<file path="src/rtl/cronometro_parametrizado.sv">
// cronometro_parametrizado: N-digit BCD stopwatch/timer with lap freeze and direct seven-segment drive
module cronometro_parametrizado #(
  parameter int N_DIGITOS = 4,
  parameter int DIV_TICK = 50000,
  parameter int SEG_ATIVO_BAIXO = 1
) (
  input  logic clk,
  input  logic rst,
  input  logic btn_conta,
  input  logic btn_pausa,
  input  logic btn_para,
  input  logic btn_zera,
  input  logic btn_volta,
  input  logic modo,
  input  logic [4*N_DIGITOS-1:0] preset,
  output logic [7*N_DIGITOS-1:0] displays,
  output logic [1:0] estado,
  output logic fim,
  output logic volta_ativa
);
  localparam int W = 4*N_DIGITOS;
  localparam int PW = $clog2(DIV_TICK);
  localparam logic [PW-1:0] PMAX = PW'(DIV_TICK-1);
  typedef enum logic [1:0] {ZERADO, CONTANDO, PAUSADO, PARADO} estado_t;
  estado_t st, st_n;
  logic [4:0] s1, s2, s3, pulso;
  logic p_conta, p_pausa, p_para, p_zera, p_volta;
  logic [W-1:0] contagem, disp, inc, dec, carga_val;
  logic [PW-1:0] presc;
  logic modo_lat, run, tick, carga, fim_set, alterna, vazio, dec_zero;
  logic c, b;
  always_ff @(posedge clk or posedge rst)
    if (rst) begin
      s1 <= '1;
      s2 <= '1;
      s3 <= '1;
    end else begin
      s1 <= {btn_volta, btn_zera, btn_para, btn_pausa, btn_conta};
      s2 <= s1;
      s3 <= s2;
    end
  assign pulso = s3 & ~s2;
  assign {p_volta, p_zera, p_para, p_pausa, p_conta} = pulso;
  // decimal carry/borrow chains and the clamped preset
  always_comb begin
    inc = contagem;
    dec = contagem;
    carga_val = preset;
    c = 1'b1;
    b = 1'b1;
    for (int k = 0; k < N_DIGITOS; k++) begin
      inc[4*k+:4] = c ? (contagem[4*k+:4] == 4'd9 ? 4'd0 : contagem[4*k+:4] + 4'd1) : contagem[4*k+:4];
      dec[4*k+:4] = b ? (contagem[4*k+:4] == 4'd0 ? 4'd9 : contagem[4*k+:4] - 4'd1) : contagem[4*k+:4];
      c = c && contagem[4*k+:4] == 4'd9;
      b = b && contagem[4*k+:4] == 4'd0;
      carga_val[4*k+:4] = preset[4*k+:4] > 4'd9 ? 4'd9 : preset[4*k+:4];
    end
  end
  assign vazio = contagem == '0;
  assign dec_zero = dec == '0;
  // a cycle that carries a pause/stop/clear event does not advance the count
  assign run = st == CONTANDO && !(p_zera || p_para || p_pausa) && !(modo_lat && vazio);
  assign tick = run && presc == PMAX;
  always_comb begin
    st_n = st;
    carga = 1'b0;
    fim_set = 1'b0;
    case (st)
      ZERADO:
        if (p_conta) begin
          st_n = CONTANDO;
          carga = 1'b1;
        end
      CONTANDO:
        if (p_zera) st_n = ZERADO;
        else if (p_para) st_n = PARADO;
        else if (p_pausa) st_n = PAUSADO;
        else if (modo_lat && (vazio || (tick && dec_zero))) begin
          st_n = PARADO;
          fim_set = 1'b1;
        end
      PAUSADO:
        if (p_zera) st_n = ZERADO;
        else if (p_para) st_n = PARADO;
        else if (p_conta) st_n = CONTANDO;
      default:
        if (p_zera) st_n = ZERADO;
        else if (p_conta) begin
          st_n = CONTANDO;
          carga = 1'b1;
        end
    endcase
  end
  assign alterna = p_volta && (st == CONTANDO || st == PAUSADO) && st_n == st;
  always_ff @(posedge clk or posedge rst)
    if (rst) begin
      st <= ZERADO;
      contagem <= '0;
      presc <= '0;
      disp <= '0;
      modo_lat <= 1'b0;
      fim <= 1'b0;
      volta_ativa <= 1'b0;
    end else begin
      st <= st_n;
      presc <= (carga || !(st_n == CONTANDO || st_n == PAUSADO) || tick) ? '0 : run ? presc + PW'(1) : presc;
      contagem <= st_n == ZERADO ? '0 : carga ? (modo ? carga_val : '0) : tick ? (modo_lat ? dec : inc) : contagem;
      fim <= (st_n == ZERADO || carga) ? 1'b0 : fim | fim_set;
      volta_ativa <= (st_n == ZERADO || st_n == PARADO) ? 1'b0 : volta_ativa ^ alterna;
      modo_lat <= carga ? modo : modo_lat;
      disp <= volta_ativa ? disp : contagem;
    end
  assign estado = st;
  function automatic logic [6:0] seg7(input logic [3:0] d);
    case (d)
      4'd0: seg7 = 7'h7E;
      4'd1: seg7 = 7'h30;
      4'd2: seg7 = 7'h6D;
      4'd3: seg7 = 7'h79;
      4'd4: seg7 = 7'h33;
      4'd5: seg7 = 7'h5B;
      4'd6: seg7 = 7'h5F;
      4'd7: seg7 = 7'h70;
      4'd8: seg7 = 7'h7F;
      4'd9: seg7 = 7'h7B;
      default: seg7 = 7'h00;
    endcase
  endfunction
  for (genvar g = 0; g < N_DIGITOS; g++) begin : g_seg
    assign displays[7*g+:7] = (SEG_ATIVO_BAIXO != 0) ? ~seg7(disp[4*g+:4]) : seg7(disp[4*g+:4]);
  end
endmodule

</file>
<file path="config.mk">
export PLATFORM = sky130hd
export DESIGN_NAME = cronometro_parametrizado
export DESIGN_NICKNAME = d
export VERILOG_FILES = /design/src/rtl/cronometro_parametrizado.sv
export SDC_FILE = /design/constraint.sdc
export NUM_CORES = 1
export LEC_CHECK = 0
export BUFFER_PORTS_ARGS = -buffer_cell sky130_fd_sc_hd__buf_2
export CORE_AREA = 2 2 147 149
export DETAILED_ROUTE_END_ITERATION = 10
export DIE_AREA = 0 0 149 151
export MAX_ROUTING_LAYER = met4
export SKIP_CTS_REPAIR_TIMING = 1
export SYNTH_ARGS = -nofsm -noshare
export SYNTH_HDL_FRONTEND = slang
export SYNTH_SLANG_ARGS = --single-unit
</file>
<file path="constraint.sdc">
create_clock -name clk -period 6.3 [get_ports clk]
set_input_delay 1.26 -clock clk [delete_from_list [all_inputs] [get_ports clk]]
set_output_delay 1.26 -clock clk [all_outputs]
set_load 0.05 [all_outputs]
</file>
==> qor.yml, run 1 <==
slowest_stage: "nor3b_2"
async_reset_ff_share_pct: 100
fin_ws_ns: 1.65
yosysSeqAreaShare_pct: 33.6
maxCapViolations: 0
ys_warn_count: 0
final_cell_area_sq_mm: 0.00595
nNetsFinal: 725
synth_top_area_share_pct: 25.9
track_usage_pct: 11.9
clkSinkCount: 68
switching_share_pct: 55.3
wl_met3_microns: 549
fp.dieW_microns: 149
crit_fanout: 19
crit_path_cell_trace: "inv_1 > ha_1 > nor3b_2 > nand4_1 > or4b_1 > a2111oi_4 > a21oi_2 > a211oi_2 > nor3_1 > ha_1 > nor2_1 > o21a_1 > or2_0 > o21ai_0"
fin_worst_skew_ns: 0.00896
syn_area_per_cell_sq_um: 8.27
drtPass1Iterations: 7
crit_arrival_ns: 4.91
synthFlopType: "dfrtp_1"
synth_edf_count: 0
fin_crit_sh_pct: 73.8
synth_cell_types: 72
ioPinCount: 56
grt_overflow: 0
syn_area_sq_mm: 0.00513
slew_violations: 0
worstSetupEndpointType: "flop"
ys_seq_elements: 68
synth_common_cells: "nor2_1, nand2_1, dfrtp_1"
cts_tree: "built"
ir_drop_v: 0.000180
top_layer: "met4"
max_slew.worst_pin.slew_ns: 0.896
placed_area_sq_mm: 0.00565
grt_pass1_wl_mm: 21.0
synth_fp_nets: 688
antenna_cells: 0
clockPowerShare_pct: 15.5
pwr-share-seq_pct: 21.8
synth_area_leaders: "dfrtp_1, ha_1, dfstp_2"
met1Wirelength_mm: 5.97
crit_type: "reg -> reg"
antenna_found_initial: 0
wl_mm: 12.6
setup_viol: 0
core.rowCount: 53
vias_per_cell: 4.81
synth_area_leader_cell: "dfrtp_1"
finalWeightedCongestion: 0.839
dp_slack_ns: 1.71
clockBufferDepth: 2
dr_wl_met2_mm: 5.91
post_route_cells_drive_above_1_share_pct: 16.6
area_growth_pct: 16.1
start_util_pct: 24.6
synthCells: 620
vias: 4507
required_ns: 6.56
die_area_sq_mm: 0.0225
comb_power_share_pct: 62.7
synth.most_common_cell: "nor2_1"
relSlewSlack_pct: 40.0
cts_max_level: 3
cpMostUsedCell: "ha_1"
hold_viol: 0
clkLatencyLatePin_ns: 0.34
cts-root-buf: "clkbuf_16"
grt_pass1_vias: 4166
outcome: "finished clean"
die_y_microns: 151
min_period_ns: 4.65
rsz0062_at_grt: "false"
p_int_mw: 1.48
power_switching_mw: 1.84
leakage_nw: 2.55
crit_path_start_kind: "flop"
drtAntennaViolNets: 0
fmax_mhz: 215
path_clk_slew_ns: 0.06
grt_max_degree: 69
nFillCells: 2275
cts_made_buffers: 9
hold_class: "reg -> reg"
dpl.hpwl_mm: 9.11
max_stage_delay_ns: 0.77
wl_per_cell_microns: 13.5
powerDensity_mw_per_mm2: 557
drtIter0Drc: 323
port_buffers: 55
drc: 0
design.core.area_sq_mm: 0.0208
finalSetupTns_ns: 0
-- critical path, delay by kind of cell (launching register included) --
family,cells,cell delay (ns)
flip-flops,1,0.41
AO/OA/AOI/OAI,5,0.81
adder cells (fa/ha/maj),2,0.97
AND/OR/NAND/NOR,6,2.21
buffers and inverters,1,0.16
-- cell families after synthesis --
family | synth area share [%]
adder cells (fa/ha/maj) | 10.7
buffers and inverters | 5.93
AND/OR/NAND/NOR | 23.3
multiplexers | 1.46
AO/OA/AOI/OAI | 21.6
XOR/XNOR | 3.42
flip-flops | 33.6
-- cell type report --
type,instances,area (sq um),area share (%)
clock buffers,12,279,4.69
clock inverters,4,27.5,0.462
inverters,41,154,2.59
multi-input cells,477,3110,52.3
flip-flops and latches,68,1720,28.9
well taps,275,344,5.78
repair buffers,60,313,5.26
-- layer usage --
layer / vias to the layer above / track usage [%]
li1: 2273 / -
met1: 2089 / 15.5
met2: 127 / 18.9
met3: 18 / 2.41
met4: 0 / 3.62
met5: - / -
-- worst paths after layout --
check                             from            to  slack (ns)  depth (start not counted)
max                        contagem[1]  contagem[12]        1.65                         14
min                              s1[1]         s2[1]        0.35                          0
max reg2reg                contagem[1]  contagem[12]        1.65                         14
min reg2reg                      s1[1]         s2[1]        0.35                          0
max in group asynchronous          rst      disp[14]        4.55                          3
min in group asynchronous          rst     presc[12]        1.17                          3
-- flip-flops by register name, indices dropped and copies added, names as in the netlist, 2 cells and up --
| register | count |
|---|---|
| presc | 16 |
| s3 | 5 |
| estado | 2 |
| s2 | 5 |
| contagem | 16 |
| disp | 16 |
| s1 | 5 |
-- cell usage in the layout (no fill, tap or decap), types with 3 or more instances in the layout --
cell type	synthesis	routed
nor2_1	70	70
nand2_1	61	61
buf_2	3	55
dfrtp_1	53	53
o21ai_0	48	48
ha_1	44	44
inv_1	41	40
a21oi_1	35	35
nor3_1	18	18
nand3_1	17	17
a31oi_1	17	17
dfstp_2	15	15
nand2b_1	12	12
xor2_1	11	11
clkbuf_16	0	11
nand4_1	9	9
xnor2_1	9	9
nor2b_1	7	7
a311oi_1	7	7
or3_1	7	7
a22oi_1	7	7
and3_1	5	5
or2_2	5	5
o31ai_1	5	5
buf_4	1	5
and2_1	4	4
nand3b_1	4	4
o21a_1	4	4
a211oi_1	5	4
o41ai_1	4	4
mux2_2	4	4
a41oi_1	3	3
a21o_1	3	3
o221ai_1	3	3
mux2i_1	3	3
-- metrics by stage --
step / power (mW) / std cells / hold slack, ns / util, %
detailed placement: 2.80 / 921 / 0.347 / 27.1
global placement: 2.79 / 921 / 0.346 / 27.1
CTS: 3.33 / 937 / 0.355 / 28.6
finish: 3.32 / 937 / 0.354 / 28.6
floorplan: 2.36 / 620 / 0.345 / -
global route: 3.59 / 937 / 0.361 / 28.6
-- power groups by stage --
| stage | combinational [mW] | sequential [mW] | clock [mW] |
|---|---|---|---|
| finish | 2.08 | 0.724 | 0.514 |
| global route | 2.29 | 0.750 | 0.550 |
| CTS | 2.08 | 0.722 | 0.530 |
| global placement | 2.06 | 0.729 | 0 |
| floorplan | 1.70 | 0.659 | 0 |
| detailed placement | 2.07 | 0.730 | 0 |
Note: power is estimated with default switching activity, not from simulation.
==> run 2: changes to the inputs <==
--- a/config.mk
+++ b/config.mk
@@ -5,10 +5,11 @@
 export SDC_FILE = /design/constraint.sdc
 export NUM_CORES = 1
 export LEC_CHECK = 0
+export ABC_AREA = 1
 export BUFFER_PORTS_ARGS = -buffer_cell sky130_fd_sc_hd__buf_2
-export CORE_AREA = 2 2 147 149
+export CORE_AREA = 2 2 143 145
 export DETAILED_ROUTE_END_ITERATION = 10
-export DIE_AREA = 0 0 149 151
+export DIE_AREA = 0 0 145 147
 export MAX_ROUTING_LAYER = met4
 export SKIP_CTS_REPAIR_TIMING = 1
 export SYNTH_ARGS = -nofsm -noshare
==> constraint.sdc (replaced) <==
create_clock -name clk -period 4 [get_ports clk]
set_input_delay 0.8 -clock clk [delete_from_list [all_inputs] [get_ports clk]]
set_output_delay 0.8 -clock clk [all_outputs]
set_load 0.05 [all_outputs]
==> run 2 against run 1 <==
Wire length fell by 5.5%. Clock skew is 0.0032 ns lower. Die area fell by 5.3%. Global-route usage about the same. Non-clock buffer count grew 6. Sequential share of layout area up 0.27 points. Design area down 0.78%. Register-to-register slack worse by 1.3 ns. Synthesized cell count up 6.3%. Critical path depth rose by 12. Highest routed layer unchanged.
==> qor.yml, run 2 <==
outcome: "finished clean"
cpMostUsedCell: "nand2_1"
maxCapViolations: 0
die_y_microns: 147
hold_viol: 0
nFillCells: 2146
die_area_sq_mm: 0.0213
clkLatencyLatePin_ns: 0.34
synth.most_common_cell: "nand2_1"
ys_warn_count: 0
syn_area_per_cell_sq_um: 7.40
synthMuxAreaShare_pct: 0
crit_fanout: 6
ioPinCount: 56
ys_seq_elements: 68
start_util_pct: 24.6
antenna_cells: 0
slew_violations: 0
synthAdderAreaFrac_pct: 11.3
min_period_ns: 3.62
synth_fp_nets: 727
syn_area_sq_mm: 0.00487
crit_arrival_ns: 3.84
port_buffers: 55
final_cell_area_sq_mm: 0.00591
post_route_cells_drive_above_1_share_pct: 19.8
synthFlopType: "dfrtp_1"
crit_type: "reg -> reg"
crit_end: "presc[15]"
wl_mm: 11.9
antenna_found_initial: 0
path_clk_slew_ns: 0.06
clockBufferDepth: 2
synth_compound_area_share_pct: 17.7
nNetsFinal: 794
drtPass1Iterations: 5
synthSimpleGateAreaFrac_pct: 25.7
async_reset_ff_share_pct: 100
vias: 4486
cts_max_level: 3
setup_viol: 0
synth_area_leaders: "dfrtp_1, ha_1, nand2_1"
crit_path_start_kind: "flop"
worstSetupEndpointType: "flop"
synth_area_leader_cell: "dfrtp_1"
top_usage_layer: "met2"
fmax_mhz: 276
finalSetupTns_ns: 0
finalWeightedCongestion: 0.859
met1_usage_pct: 15.1
design.core.area_sq_mm: 0.0198
cts_tree: "built"
relSlewSlack_pct: 60.8
fp.dieW_microns: 145
drc: 0
mostFrequentLayoutCells: "nand2_1, inv_1, o21ai_0, buf_2, nor2_1"
cts-root-buf: "clkbuf_16"
wl_per_cell_microns: 11.9
startpoint: "contagem[5]"
max_stage_delay_ns: 0.39
whs_path_depth: 0
regToRegEndpoint: "presc[15]"
grt_pass1_wl_mm: 20.3
placed_area_sq_mm: 0.00546
synth_edf_count: 0
fin_worst_skew_ns: 0.00580
core.rowCount: 52
grtUsageMet3_pct: 2.95
grt_overflow: 0
track_usage_pct: 11.9
area_growth_pct: 21.2
hold_class: "reg -> reg"
layout_commonest_cell: "nand2_1"
synth_common_cells: "nand2_1, inv_1, o21ai_0"
drtIter0Drc: 243
cts_made_buffers: 9
reg_top3: "contagem x16, disp x16, presc x16"
clkSinkCount: 68
vias_per_cell: 4.48
fin_crit_sh_pct: 90.4
dpl.hpwl_mm: 8.88
rsz0062_at_grt: "false"
synth_cell_types: 48
fin_ws_ns: 0.382
met2_usage_pct: 19.2
drtAntennaViolNets: 0
r2r_start: "contagem[5]"
max_slew.worst_pin.slew_ns: 0.589
synth_top_family_by_area: "simple AND/OR/NAND/NOR gates"
r2r_cells: 26
placedCellCount: 977
required_ns: 4.22
synthCells: 659
dp_slack_ns: 0.317
synth_top_area_share_pct: 27.2
grt_max_degree: 45
slowest_stage: "dfrtp_1"
layoutNonFillerInstCount: 1001
synth_xor_area_share_pct: 0.359
rrSetupSlack_ns: 0.38
grt_pass1_vias: 4223
yosysSeqAreaShare_pct: 35.3
==> run 2: cell count changes in the layout (fill, tap and decap cells not counted), moves of 13 or more <==
cell     change
nor2_1      -17
inv_1       +55
nand2_1     +66
a31oi_1     -13
nand3_1     +24
o21ai_0     +32
==> run 2: routing by layer <==
layer	part of all wire (%)	up-vias
li1	-	2312
met1	47	2064
met2	47	101
met3	4.9	9
met4	1.1	0
met5	0	-
==> run 2: kinds of logic (layout without fill, tap and decap cells) <==
| group | Yosys count | count (layout) |
|---|---|---|
| buffers and inverters | 120 | 191 |
| adder cells (fa/ha/maj) | 44 | 44 |
| AO/OA/AOI/OAI | 150 | 150 |
| AND/OR/NAND/NOR | 275 | 276 |
| XOR/XNOR | 2 | 2 |
| flip-flops | 68 | 68 |
==> run 2: worst max-delay path: cells and delay by family (launching register included) <==
kind	cells	cell delay, ns
AOI/OAI and AO/OA	3	0.36
and+or+nand+nor	16	1.78
DFF	1	0.39
buffers and inverters	5	0.41
adders and majority gates	2	0.57
==> run 2: area by class of cell <==
class / count / area (sq um) / share of cell area (%)
clock buffer: 12 / 300 / 5.08
clock inverter: 4 / 48.8 / 0.826
inverter: 109 / 413 / 6.99
multi-input combinational: 472 / 2730 / 46.1
sequential: 68 / 1720 / 29.2
tap: 270 / 338 / 5.72
timing repair buffer: 66 / 358 / 6.06
==> run 2: worst min path at each step <==
| stage | endpoint | slack, ns | startpoint |
|---|---|---|---|
| 6_report | s2[3] | 0.35 | s1[3] |
| 5_1_grt | s2[1] | 0.36 | s1[1] |
| 4_1_cts | s2[1] | 0.36 | s1[1] |
| 3_5_place_dp | s2[1] | 0.35 | s1[1] |
| 3_3_place_gp | s2[2] | 0.35 | s1[2] |
| 2_1_floorplan | s2[0] | 0.35 | s1[0] |
==> run 2: metrics by stage <==
stage          utilization (%)  hold WS (ns)
3_3_place_gp              27.5         0.346
5_1_grt                   29.8         0.359
6_report                  29.8         0.354
2_1_floorplan                -         0.345
3_5_place_dp              27.5         0.347
4_1_cts                   29.3         0.355
Power of run 2 is left out: the tool's default activity adds up to more than one toggle a clock period on the data nets, which glitch-free logic cannot reach.
